==> src/rtl/btn_debounce_pkg.sv <==
// Shared helpers for the pushbutton debouncer.
//   cnt_width    : bit width of a counter that must hold 0..max_val-1 (never 0)
//   params_legal : elaboration-time legality check of the block parameters
package btn_debounce_pkg;

  // Width of a counter holding values 0..max_val-1, floored at one bit.
  function automatic int unsigned cnt_width(input int unsigned max_val);
    return (max_val <= 2) ? 1 : $clog2(max_val);
  endfunction

  // N>=2, RATE>=1, SYNC_STAGES>=2.
  function automatic bit params_legal(input int unsigned n,
                                      input int unsigned rate,
                                      input int unsigned sync_stages);
    return (n >= 2) && (rate >= 1) && (sync_stages >= 2);
  endfunction

endpackage

==> src/rtl/btn_debounce_edge_if.sv <==
// Raw button inputs and debounced level/edge/hold outputs.
//   i_in    : raw asynchronous inputs (driven by master)
//   o_level : debounced level
//   o_rise  : one-cycle pulse on level 0->1
//   o_fall  : one-cycle pulse on level 1->0
//   o_hold  : one-cycle pulse after a long press
//   o_tick  : one-cycle sample strobe
interface btn_debounce_edge_if #(
  parameter int unsigned CH = 13
);
  logic [CH-1:0] i_in;
  logic [CH-1:0] o_level;
  logic [CH-1:0] o_rise;
  logic [CH-1:0] o_fall;
  logic [CH-1:0] o_hold;
  logic          o_tick;

  modport master (output i_in, input o_level, o_rise, o_fall, o_hold, o_tick);
  modport slave  (input i_in, output o_level, o_rise, o_fall, o_hold, o_tick);
endinterface

==> src/rtl/btn_debounce_edge_chan.sv <==
// One debounce channel: synchroniser, sample shift register, level decision
// and saturating hold counter. All outputs registered.
//   clk, rst_n : clock, async active-low reset
//   tick       : shared sample strobe, valid for the current edge
//   in_raw     : raw asynchronous input
//   level/rise/fall/hold : debounced level and its one-cycle event pulses
module debounce_chan
  import btn_debounce_pkg::*;
#(
  parameter int unsigned SYNC_STAGES = 2,
  parameter int unsigned N           = 4,
  parameter int unsigned HOLD_TICKS  = 500
) (
  input  logic clk,
  input  logic rst_n,
  input  logic tick,
  input  logic in_raw,
  output logic level,
  output logic rise,
  output logic fall,
  output logic hold
);
  localparam int unsigned HC_W = cnt_width(HOLD_TICKS + 1);
  localparam logic [HC_W-1:0] HOLD_C = HC_W'(HOLD_TICKS);

  logic [SYNC_STAGES-1:0] sync;
  logic [N-1:0]           sh;
  logic [N-1:0]           nsh;
  logic [HC_W-1:0]        hc;
  logic [HC_W-1:0]        hc_inc;

  // Next shift value: the decision looks at the sample being shifted in.
  always_comb begin
    nsh    = {sh[N-2:0], sync[SYNC_STAGES-1]};
    hc_inc = hc + HC_W'(1);
  end

  // Synchroniser chain.
  always_ff @(posedge clk or negedge rst_n) begin
    if (!rst_n) sync <= '0;
    else        sync <= {sync[SYNC_STAGES-2:0], in_raw};
  end

  // Shift register, level, edge pulses and hold counter.
  always_ff @(posedge clk or negedge rst_n) begin
    if (!rst_n) begin
      sh    <= '0;
      level <= 1'b0;
      rise  <= 1'b0;
      fall  <= 1'b0;
      hold  <= 1'b0;
      hc    <= '0;
    end else begin
      rise <= 1'b0;
      fall <= 1'b0;
      hold <= 1'b0;
      if (tick) begin
        sh <= nsh;
        if (!level && (&nsh)) begin
          level <= 1'b1;
          rise  <= 1'b1;
          hc    <= '0;
        end else if (level && !(|nsh)) begin
          level <= 1'b0;
          fall  <= 1'b1;
          hc    <= '0;
        end else if (level) begin
          // Saturate at HOLD_TICKS so there is one hold pulse per press.
          if (hc < HOLD_C) begin
            hc   <= hc_inc;
            hold <= (hc_inc == HOLD_C);
          end
        end else begin
          hc <= '0;
        end
      end
    end
  end
endmodule

==> src/rtl/btn_debounce_edge.sv <==
// Multi-channel pushbutton debouncer with rise/fall/long-press pulses.
// One shared prescaler produces the sample tick for all channels.
//   i_Sys_clk : clock
//   i_Rst_n   : async active-low reset
//   bus       : slave side of btn_debounce_edge_if (i_in in, o_* out)
module btn_debounce_edge
  import btn_debounce_pkg::*;
#(
  parameter int unsigned CH          = 13,
  parameter int unsigned SYNC_STAGES = 2,
  parameter int unsigned RATE        = 125000,
  parameter int unsigned N           = 4,
  parameter int unsigned HOLD_TICKS  = 500
) (
  input  logic                i_Sys_clk,
  input  logic                i_Rst_n,
  btn_debounce_edge_if.slave  bus
);
  localparam int unsigned CNT_W = cnt_width(RATE);
  localparam logic [CNT_W-1:0] CNT_LAST = CNT_W'(RATE - 1);

  if (!params_legal(N, RATE, SYNC_STAGES)) begin : g_bad_params
    $error("btn_debounce_edge: illegal parameters (need N>=2, RATE>=1, SYNC_STAGES>=2)");
  end

  logic [CNT_W-1:0] cnt;
  logic             tick_c;
  logic             tick_q;
  logic [CH-1:0]    level;
  logic [CH-1:0]    rise;
  logic [CH-1:0]    fall;
  logic [CH-1:0]    hold;

  assign tick_c = (cnt == CNT_LAST);

  // Shared prescaler; o_tick is a registered copy of the strobe.
  always_ff @(posedge i_Sys_clk or negedge i_Rst_n) begin
    if (!i_Rst_n) begin
      cnt    <= '0;
      tick_q <= 1'b0;
    end else begin
      cnt    <= tick_c ? '0 : cnt + CNT_W'(1);
      tick_q <= tick_c;
    end
  end

  for (genvar c = 0; c < CH; c++) begin : g_chan
    debounce_chan #(
      .SYNC_STAGES (SYNC_STAGES),
      .N           (N),
      .HOLD_TICKS  (HOLD_TICKS)
    ) u_chan (
      .clk    (i_Sys_clk),
      .rst_n  (i_Rst_n),
      .tick   (tick_c),
      .in_raw (bus.i_in[c]),
      .level  (level[c]),
      .rise   (rise[c]),
      .fall   (fall[c]),
      .hold   (hold[c])
    );
  end

  assign bus.o_level = level;
  assign bus.o_rise  = rise;
  assign bus.o_fall  = fall;
  assign bus.o_hold  = hold;
  assign bus.o_tick  = tick_q;
endmodule

==> src/flat_wrapper.sv <==
// flat-port wrapper written by rule: the top's interface ports become plain ports
module btn_debounce_edge_flat import btn_debounce_pkg::*;
#(
  parameter int unsigned CH          = 13,
  parameter int unsigned SYNC_STAGES = 2,
  parameter int unsigned RATE        = 125000,
  parameter int unsigned N           = 4,
  parameter int unsigned HOLD_TICKS  = 500
)
  (i_Sys_clk, i_Rst_n, bus_i_in, bus_o_level, bus_o_rise, bus_o_fall, bus_o_hold, bus_o_tick);
  btn_debounce_edge_if #(.CH(CH)) bus_i ();
  input  logic i_Sys_clk;
  input  logic i_Rst_n;
  input wire logic [$bits(bus_i.i_in)-1:0] bus_i_in;
  output wire logic [$bits(bus_i.o_level)-1:0] bus_o_level;
  output wire logic [$bits(bus_i.o_rise)-1:0] bus_o_rise;
  output wire logic [$bits(bus_i.o_fall)-1:0] bus_o_fall;
  output wire logic [$bits(bus_i.o_hold)-1:0] bus_o_hold;
  output wire logic [$bits(bus_i.o_tick)-1:0] bus_o_tick;
  assign bus_i.i_in = bus_i_in;
  assign bus_o_level = bus_i.o_level;
  assign bus_o_rise = bus_i.o_rise;
  assign bus_o_fall = bus_i.o_fall;
  assign bus_o_hold = bus_i.o_hold;
  assign bus_o_tick = bus_i.o_tick;
  btn_debounce_edge #(.CH(CH), .SYNC_STAGES(SYNC_STAGES), .RATE(RATE), .N(N), .HOLD_TICKS(HOLD_TICKS)) u_core (.i_Sys_clk(i_Sys_clk), .i_Rst_n(i_Rst_n), .bus(bus_i));
endmodule
==> config.mk <==
export PLATFORM = sky130hd
export DESIGN_NAME = btn_debounce_edge_flat
export DESIGN_NICKNAME = d
export VERILOG_FILES = /design/src/rtl/btn_debounce_pkg.sv /design/src/rtl/btn_debounce_edge_if.sv /design/src/rtl/btn_debounce_edge_chan.sv /design/src/rtl/btn_debounce_edge.sv /design/src/flat_wrapper.sv
export SDC_FILE = /design/constraint.sdc
export NUM_CORES = 1
export LEC_CHECK = 0
export CAP_MARGIN = 20
export CORE_MARGIN = 1.5
export CORE_UTILIZATION = 55
export CTS_CLUSTER_DIAMETER = 60
export DETAILED_ROUTE_END_ITERATION = 7
export PLACE_DENSITY = 0.73
export RECOVER_POWER = 100
export REMOVE_ABC_BUFFERS = 1
export SYNTH_ARGS = -nofsm -noshare
export SYNTH_HDL_FRONTEND = slang
export SYNTH_HIERARCHICAL = 1
export SYNTH_SLANG_ARGS = --single-unit
export TNS_END_PERCENT = 100
==> constraint.sdc <==
create_clock -name i_Sys_clk -period 6.5 [get_ports i_Sys_clk]
set_clock_uncertainty 0.2 [all_clocks]
set_input_delay 0.65 -clock i_Sys_clk [delete_from_list [all_inputs] [get_ports i_Sys_clk]]
set_output_delay 0.65 -clock i_Sys_clk [all_outputs]
set_load 0.1 [all_outputs]
**After elaboration in Yosys (flattened, before gate mapping)**

Index checks and enable logic that the tools add are counted.

- Word-level logic and storage cells: 473
- Register bits after elaboration: 252
- Input bits: 15

- Mux-type cells: 209
- Reductions and logical operators: 117
- Eq/ne operators: 27
- $lt $le $gt $ge: 13
- Add/sub/neg operators: 14

Operators by type and width:

| kind | count |
|---|---|
| $mux W9 | 52 |
| $mux W1 | 156 |
| $add A9 B1 Y9 const B | 13 |
| $eq A9 B9 Y1 const B | 13 |
| $lt A9 B9 Y1 const B | 13 |
| $ne A4 B1 Y1 const B | 13 |
| $reduce_and A2 Y1 | 26 |
| $reduce_and A4 Y1 | 13 |
| $reduce_or A4 Y1 | 13 |
| $logic_and A1 B1 Y1 | 26 |
| $logic_not A1 Y1 | 26 |
| $reduce_bool A2 Y1 | 13 |
| $add A17 B1 Y17 const B | 1 |
| $eq A17 B17 Y1 const B | 1 |
| $mux W17 | 1 |

**Logic depth before layout (Yosys ltp)**

- Depth after elaboration: 7
- Gate-level depth with buffers: 11
- Depth with buffers taken out: 9

**Modules after synthesis**

Netlist, hierarchy kept.

Modules (own cells, without submodules):

| module | area an instance (µm²) | sequential area each (µm²) | times used | cells an instance |
|---|---|---|---|---|
| debounce_chan at u_core.g_chan[0].u_chan ... | 965.9 | 450.4 | 12 | 96 |
| debounce_chan at u_core.g_chan[9].u_chan | 947.2 | 450.4 | 1 | 98 |
| btn_debounce_edge | 858.3 | 450.4 | 1 | 77 |

**Worst setup path after synthesis**

OpenSTA, ideal clock, no wires.

- Path type: register to register
- Start point: register u_core.cnt[4]
- End point: register u_core.g_chan[0].u_chan.hold
- Setup time: 0.094 ns
- Clock period less this slack: 2.666 ns
- Setup slack: 3.834 ns
- Required time: 6.206 ns
- Arrival time: 2.372 ns
- Path buffers: 1
- Stages on the path, launching flop included: 10
- Path through: dfrtp_1 nor4bb_1 nand2_1 nor3_4 clkbuf_2 and2_1 o211ai_2 nor2_1 o211ai_1 a211oi_1

- Longest elaborated chain between the ends: 2

RTL lines:

| element | line | RTL |
|---|---|---|
| start, declared | btn_debounce_edge.sv:26 | `logic [CNT_W-1:0] cnt;` |
| start signal, assigned | btn_debounce_edge.sv:42 | `cnt <= tick_c ? '0 : cnt + CNT_W'(1);` |
| $eq A17 B17 Y1 | btn_debounce_edge.sv:34 | `assign tick_c = (cnt == CNT_LAST);` |
| net u_core.tick_c | btn_debounce_edge.sv:27 | `logic tick_c;` |
| $mux W1 | btn_debounce_edge_chan.sv:57 | `if (tick) begin` |
| end signal, assigned | btn_debounce_edge_chan.sv:71 | `hold <= (hc_inc == HOLD_C);` |
| end, declared | btn_debounce_edge_chan.sv:21 | `output logic hold` |

The timed path passes the listed nets, and every way through them passes these cells.
A chain may end at the register's enable or synchronous reset.

**Worst setup path in the final report**

- Start point: register u_core.cnt[0]
- End point: register u_core.g_chan[9].u_chan.hold

- Longest elaborated chain between the ends: 2

RTL lines:

| element | line |
|---|---|
| $eq A17 B17 Y1 | btn_debounce_edge.sv:34 |
| net u_core.tick_c | btn_debounce_edge.sv:27 |
| $mux W1 | btn_debounce_edge_chan.sv:57 |
| end signal, assigned | btn_debounce_edge_chan.sv:71 |
| end, declared | btn_debounce_edge_chan.sv:21 |

The timed path passes the listed nets, and every way through them passes these cells.

==> flow_metrics.env <==
export IMPL_hold_viol=0
export IMPL_synth_edf_count=0
export IMPL_syn_inst=1327
export IMPL_p_leak_nw=6.41
export IMPL_antenna_found_initial=2
export IMPL_dieArea_mm2=0.0253
export IMPL_place_gp_congestion=0.830
export IMPL_cp_start_kind="register"
export IMPL_drive_gt1_frac=0.115
export IMPL_critical_path_cell_chain="ha_1 > and2_0 > nand3_1 > nor3_1 > clkbuf_1 > nand2_1 > nor2_1 > nand2_1 > a2111oi_0"
export IMPL_track_usage=0.201
export IMPL_remaining_drc_errors=0
export IMPL_clock_latency_ns=0.54
export IMPL_grt_overflow_total=0
export IMPL_grt_pass1_vias=9530
export IMPL_die_w_um=159
export IMPL_clockBufferDepth=3
export IMPL_place_ws_ns=3.39
export IMPL_outcome="complete, but fails checks"
export IMPL_routed_wl_um=25100
export IMPL_placed_area_mm2=0.0140
export IMPL_synth_area_mm2=0.0134
export IMPL_coreArea_mm2=0.0237
export IMPL_arrival_ns=4.32
export IMPL_firstDrtPassIters=5
export IMPL_post_route_period_util=0.634
export IMPL_routed_via_count=10056
export IMPL_worst_slack_ns=2.38
export IMPL_total_power_mw=3.48
export IMPL_tritoncts="done"
export IMPL_hold_depth=0
export IMPL_r2r_slack_ns=2.38
export IMPL_synth_top_area_frac=0.471
export IMPL_final_antenna_net_count=0
export IMPL_worst_path_buf_inv=1
export IMPL_cts_sinks=252
export IMPL_path_clk_slew_ns=0.06
export IMPL_io_pins=68
export IMPL_critical_path_top_delay_family="simple AND/OR/NAND/NOR gates"
export IMPL_grt_pass1_wl_um=44300
export IMPL_hpwl_um=16500
export IMPL_crit_required_ns=6.70
export IMPL_die_h_um=159
export IMPL_synthArstFlopShare=1.00
export IMPL_fmax_ghz=0.243
export IMPL_cts_max_level=1
export IMPL_ys_seq_elements=252
export IMPL_final_area_mm2=0.0148
export IMPL_yosysWarnings=6
export IMPL_r2r_end="u_core/g_chan[9].u_chan/hold"
export IMPL_cts_resized=0
export IMPL_synthTopCellsByArea="dfrtp_1, o21ai_0, mux2_2, nand2_1, nor2_1"
export IMPL_drt_iter0_drc=695
export IMPL_fin_nets=1405
export IMPL_drv_cap=1
export IMPL_crit_path_top_delay_cell="clkbuf_1"
export IMPL_p_per_area_mw_per_mm2=235
export IMPL_cp_common_cell="nand2_1"
export IMPL_crit_type="reg2reg"
export IMPL_row_count=56
export IMPL_grt_max_degree=135
export IMPL_port_buffers=67
export IMPL_rsz0062_at_grt="no"
export IMPL_drv_slew=135
export IMPL_start_util=0.566
export IMPL_hold_buffers=0
export IMPL_path_max_fanout=24
export IMPL_ys_types=57
export IMPL_seq_area_frac_synth=0.471
export IMPL_ir_drop_mv=0.193
export IMPL_tns_ns=0
export IMPL_violations="max-capacitance violations, max-slew violations"
export IMPL_hp_start="u_core/g_chan[9].u_chan/sync[0]"
export IMPL_relSlewSlack=-1.14
export IMPL_cts_setup_buffers=0
export IMPL_hp_class="reg2reg"
export IMPL_end_kind="register"
export IMPL_synth_top_cell_by_area="dfrtp_1"
export IMPL_avgSynthCellArea_um2=10.1
export IMPL_period_needed_ns=4.12
export IMPL_ys_dominant_reg_cell="dfrtp_1"
export IMPL_hold_end="u_core/g_chan[9].u_chan/sync[1]"
export IMPL_slowest_delay_ns=0.87
export IMPL_worstMarginPinSlew_ns=3.21
export IMPL_cts_root_buf="clkbuf_16"
export IMPL_cts_buffers=29
export IMPL_setup_violations=0
export IMPL_rr_worst_depth=9
export IMPL_wl_per_cell_um=14.7
export IMPL_cp_startpoint="u_core/cnt[0]"
export IMPL_viasPerCell=5.90
export IMPL_synthToLayoutAreaGrowth_pct=10.5
export IMPL_reg2reg_from="u_core/cnt[0]"
-- cells in the final DEF (no fill, tap or decap), drive strengths merged, types with 2 or more instances in the layout --
cell type / Yosys / layout
dfrtp: 252 / 252
o21ai: 176 / 176
nor2: 101 / 101
nand2: 101 / 101
nand3: 74 / 74
dlygate4sd3: 0 / 66
inv: 54 / 55
nand4: 44 / 44
a21oi: 39 / 39
mux2: 39 / 39
and3: 37 / 37
o31ai: 36 / 36
clkbuf: 27 / 35
xnor2: 31 / 31
o41ai: 28 / 28
ha: 27 / 27
a31oi: 27 / 27
o211ai: 25 / 25
nor3b: 25 / 25
nand2b: 24 / 24
nor4: 17 / 17
nor3: 16 / 16
and2: 14 / 14
nand3b: 13 / 13
or4: 12 / 12
a211oi: 12 / 12
a21o: 12 / 12
bufinv: 0 / 9
clkinv: 0 / 8
xor2: 7 / 7
clkinvlp: 0 / 3
or3: 2 / 2
a211o: 2 / 2
buf: 39 / 2
-- cells in the mapped netlist, types with 3 or more instances --
cell type,number
a211oi_1,12
a21o_2,12
a21oi_1,39
a31oi_1,27
and2_1,14
and3_1,13
and3_4,24
buf_2,3
buf_4,12
buf_6,12
buf_8,12
clkbuf_2,25
dfrtp_1,252
ha_1,27
inv_1,54
mux2_2,39
nand2_1,101
nand2b_1,24
nand3_1,73
nand3b_1,13
nand4_1,43
nor2_1,101
nor3_1,14
nor3b_1,25
nor4_1,17
o211ai_1,13
o211ai_2,12
o21ai_0,126
o21ai_1,37
o21ai_2,13
o31ai_1,24
o31ai_4,12
o41ai_1,27
or4_4,12
xnor2_1,31
xor2_1,7
-- worst reg2reg max path, stage by stage (launching register included) --
cell,delay [ns]
dfrtp_1,0.37
ha_1,0.21
and2_0,0.24
nand3_1,0.12
nor3_1,0.73
clkbuf_1,0.87
nand2_1,0.13
nor2_1,0.50
nand2_1,0.21
a2111oi_0,0.41
-- per-stage QoR --
stage | std cells | util | hold slack (ns)
2_1_floorplan | 1261 | - | 0.131
3_3_place_gp | 1651 | 0.589 | 0.133
3_5_place_dp | 1651 | 0.589 | 0.135
4_1_cts | 1704 | 0.637 | 0.0746
5_1_grt | 1704 | 0.625 | 0.148
6_report | 1705 | 0.625 | 0.141
-- state kept, by name, indices dropped and copies added (netlist names) --
register,count
u_core/g_chan.u_chan/rise,13
u_core/g_chan.u_chan/sh,39
u_core/g_chan.u_chan/fall,13
u_core/g_chan.u_chan/hc,117
u_core/g_chan.u_chan/sync,26
u_core/bus.o_tick,1
u_core/g_chan.u_chan/hold,13
u_core/g_chan.u_chan/level,13
u_core/cnt,17
-- metal layers --
| layer | vias to the layer above | GRT usage | wire [um] | share of wire |
|---|---|---|---|---|
| met2 | 206 | 0.340 | 11800 | 0.47 |
| met1 | 4867 | 0.271 | 11700 | 0.47 |
| met4 | 2 | 0.0519 | 551 | 0.022 |
| met5 | - | 0 | 10 | 0.00040 |
| met3 | 43 | 0.0297 | 949 | 0.038 |
| li1 | 4938 | - | - | - |
-- final cells by class --
class | count | area (um2)
clock buffer | 32 | 757
antenna | 1 | 2.50
tap | 319 | 399
timing repair buffer | 71 | 702
clock inverter | 21 | 357
fill | 2019 | 8880
inverter | 54 | 203
sequential | 252 | 6310
multi-input combinational | 955 | 6080
-- report_power, final --
part / total (mW) / switching, mW / internal, mW / leakage [nW]
logic: 0.0446 / 0.0339 / 0.0106 / 2.42
clock network: 1.86 / 0.659 / 1.20 / 0.537
registers: 1.58 / 0.00456 / 1.58 / 3.45
total: 3.48 / 0.697 / 2.79 / 6.41
-- worst max path at each step --
| stage | to | slack [ns] | cells after the start |
|---|---|---|---|
| 2_1_floorplan | u_core/g_chan[9].u_chan/hold | 1.83 | 7 |
| 3_3_place_gp | u_core/g_chan[5].u_chan/hold | 3.47 | 9 |
| 3_5_place_dp | u_core/g_chan[9].u_chan/hold | 3.39 | 8 |
| 4_1_cts | u_core/g_chan[12].u_chan/hold | 3.37 | 9 |
| 5_1_grt | u_core/g_chan[9].u_chan/rise | 1.56 | 2 |
| 6_report | u_core/g_chan[9].u_chan/hold | 2.38 | 9 |
-- kinds of logic (layout without fill, tap and decap cells) --
logic type      Yosys count  after routing  share of synthesized area
xor+xnor                 38             38                     0.0248
mux                      39             39                     0.0328
simple gates            485            485                      0.202
other cells               0              1                          0
fa+ha+maj                27             27                     0.0252
buf+inv                 120            178                     0.0564
compound gates          366            366                      0.188
flops                   252            252                      0.471
Note: power is estimated with default switching activity, not from simulation.
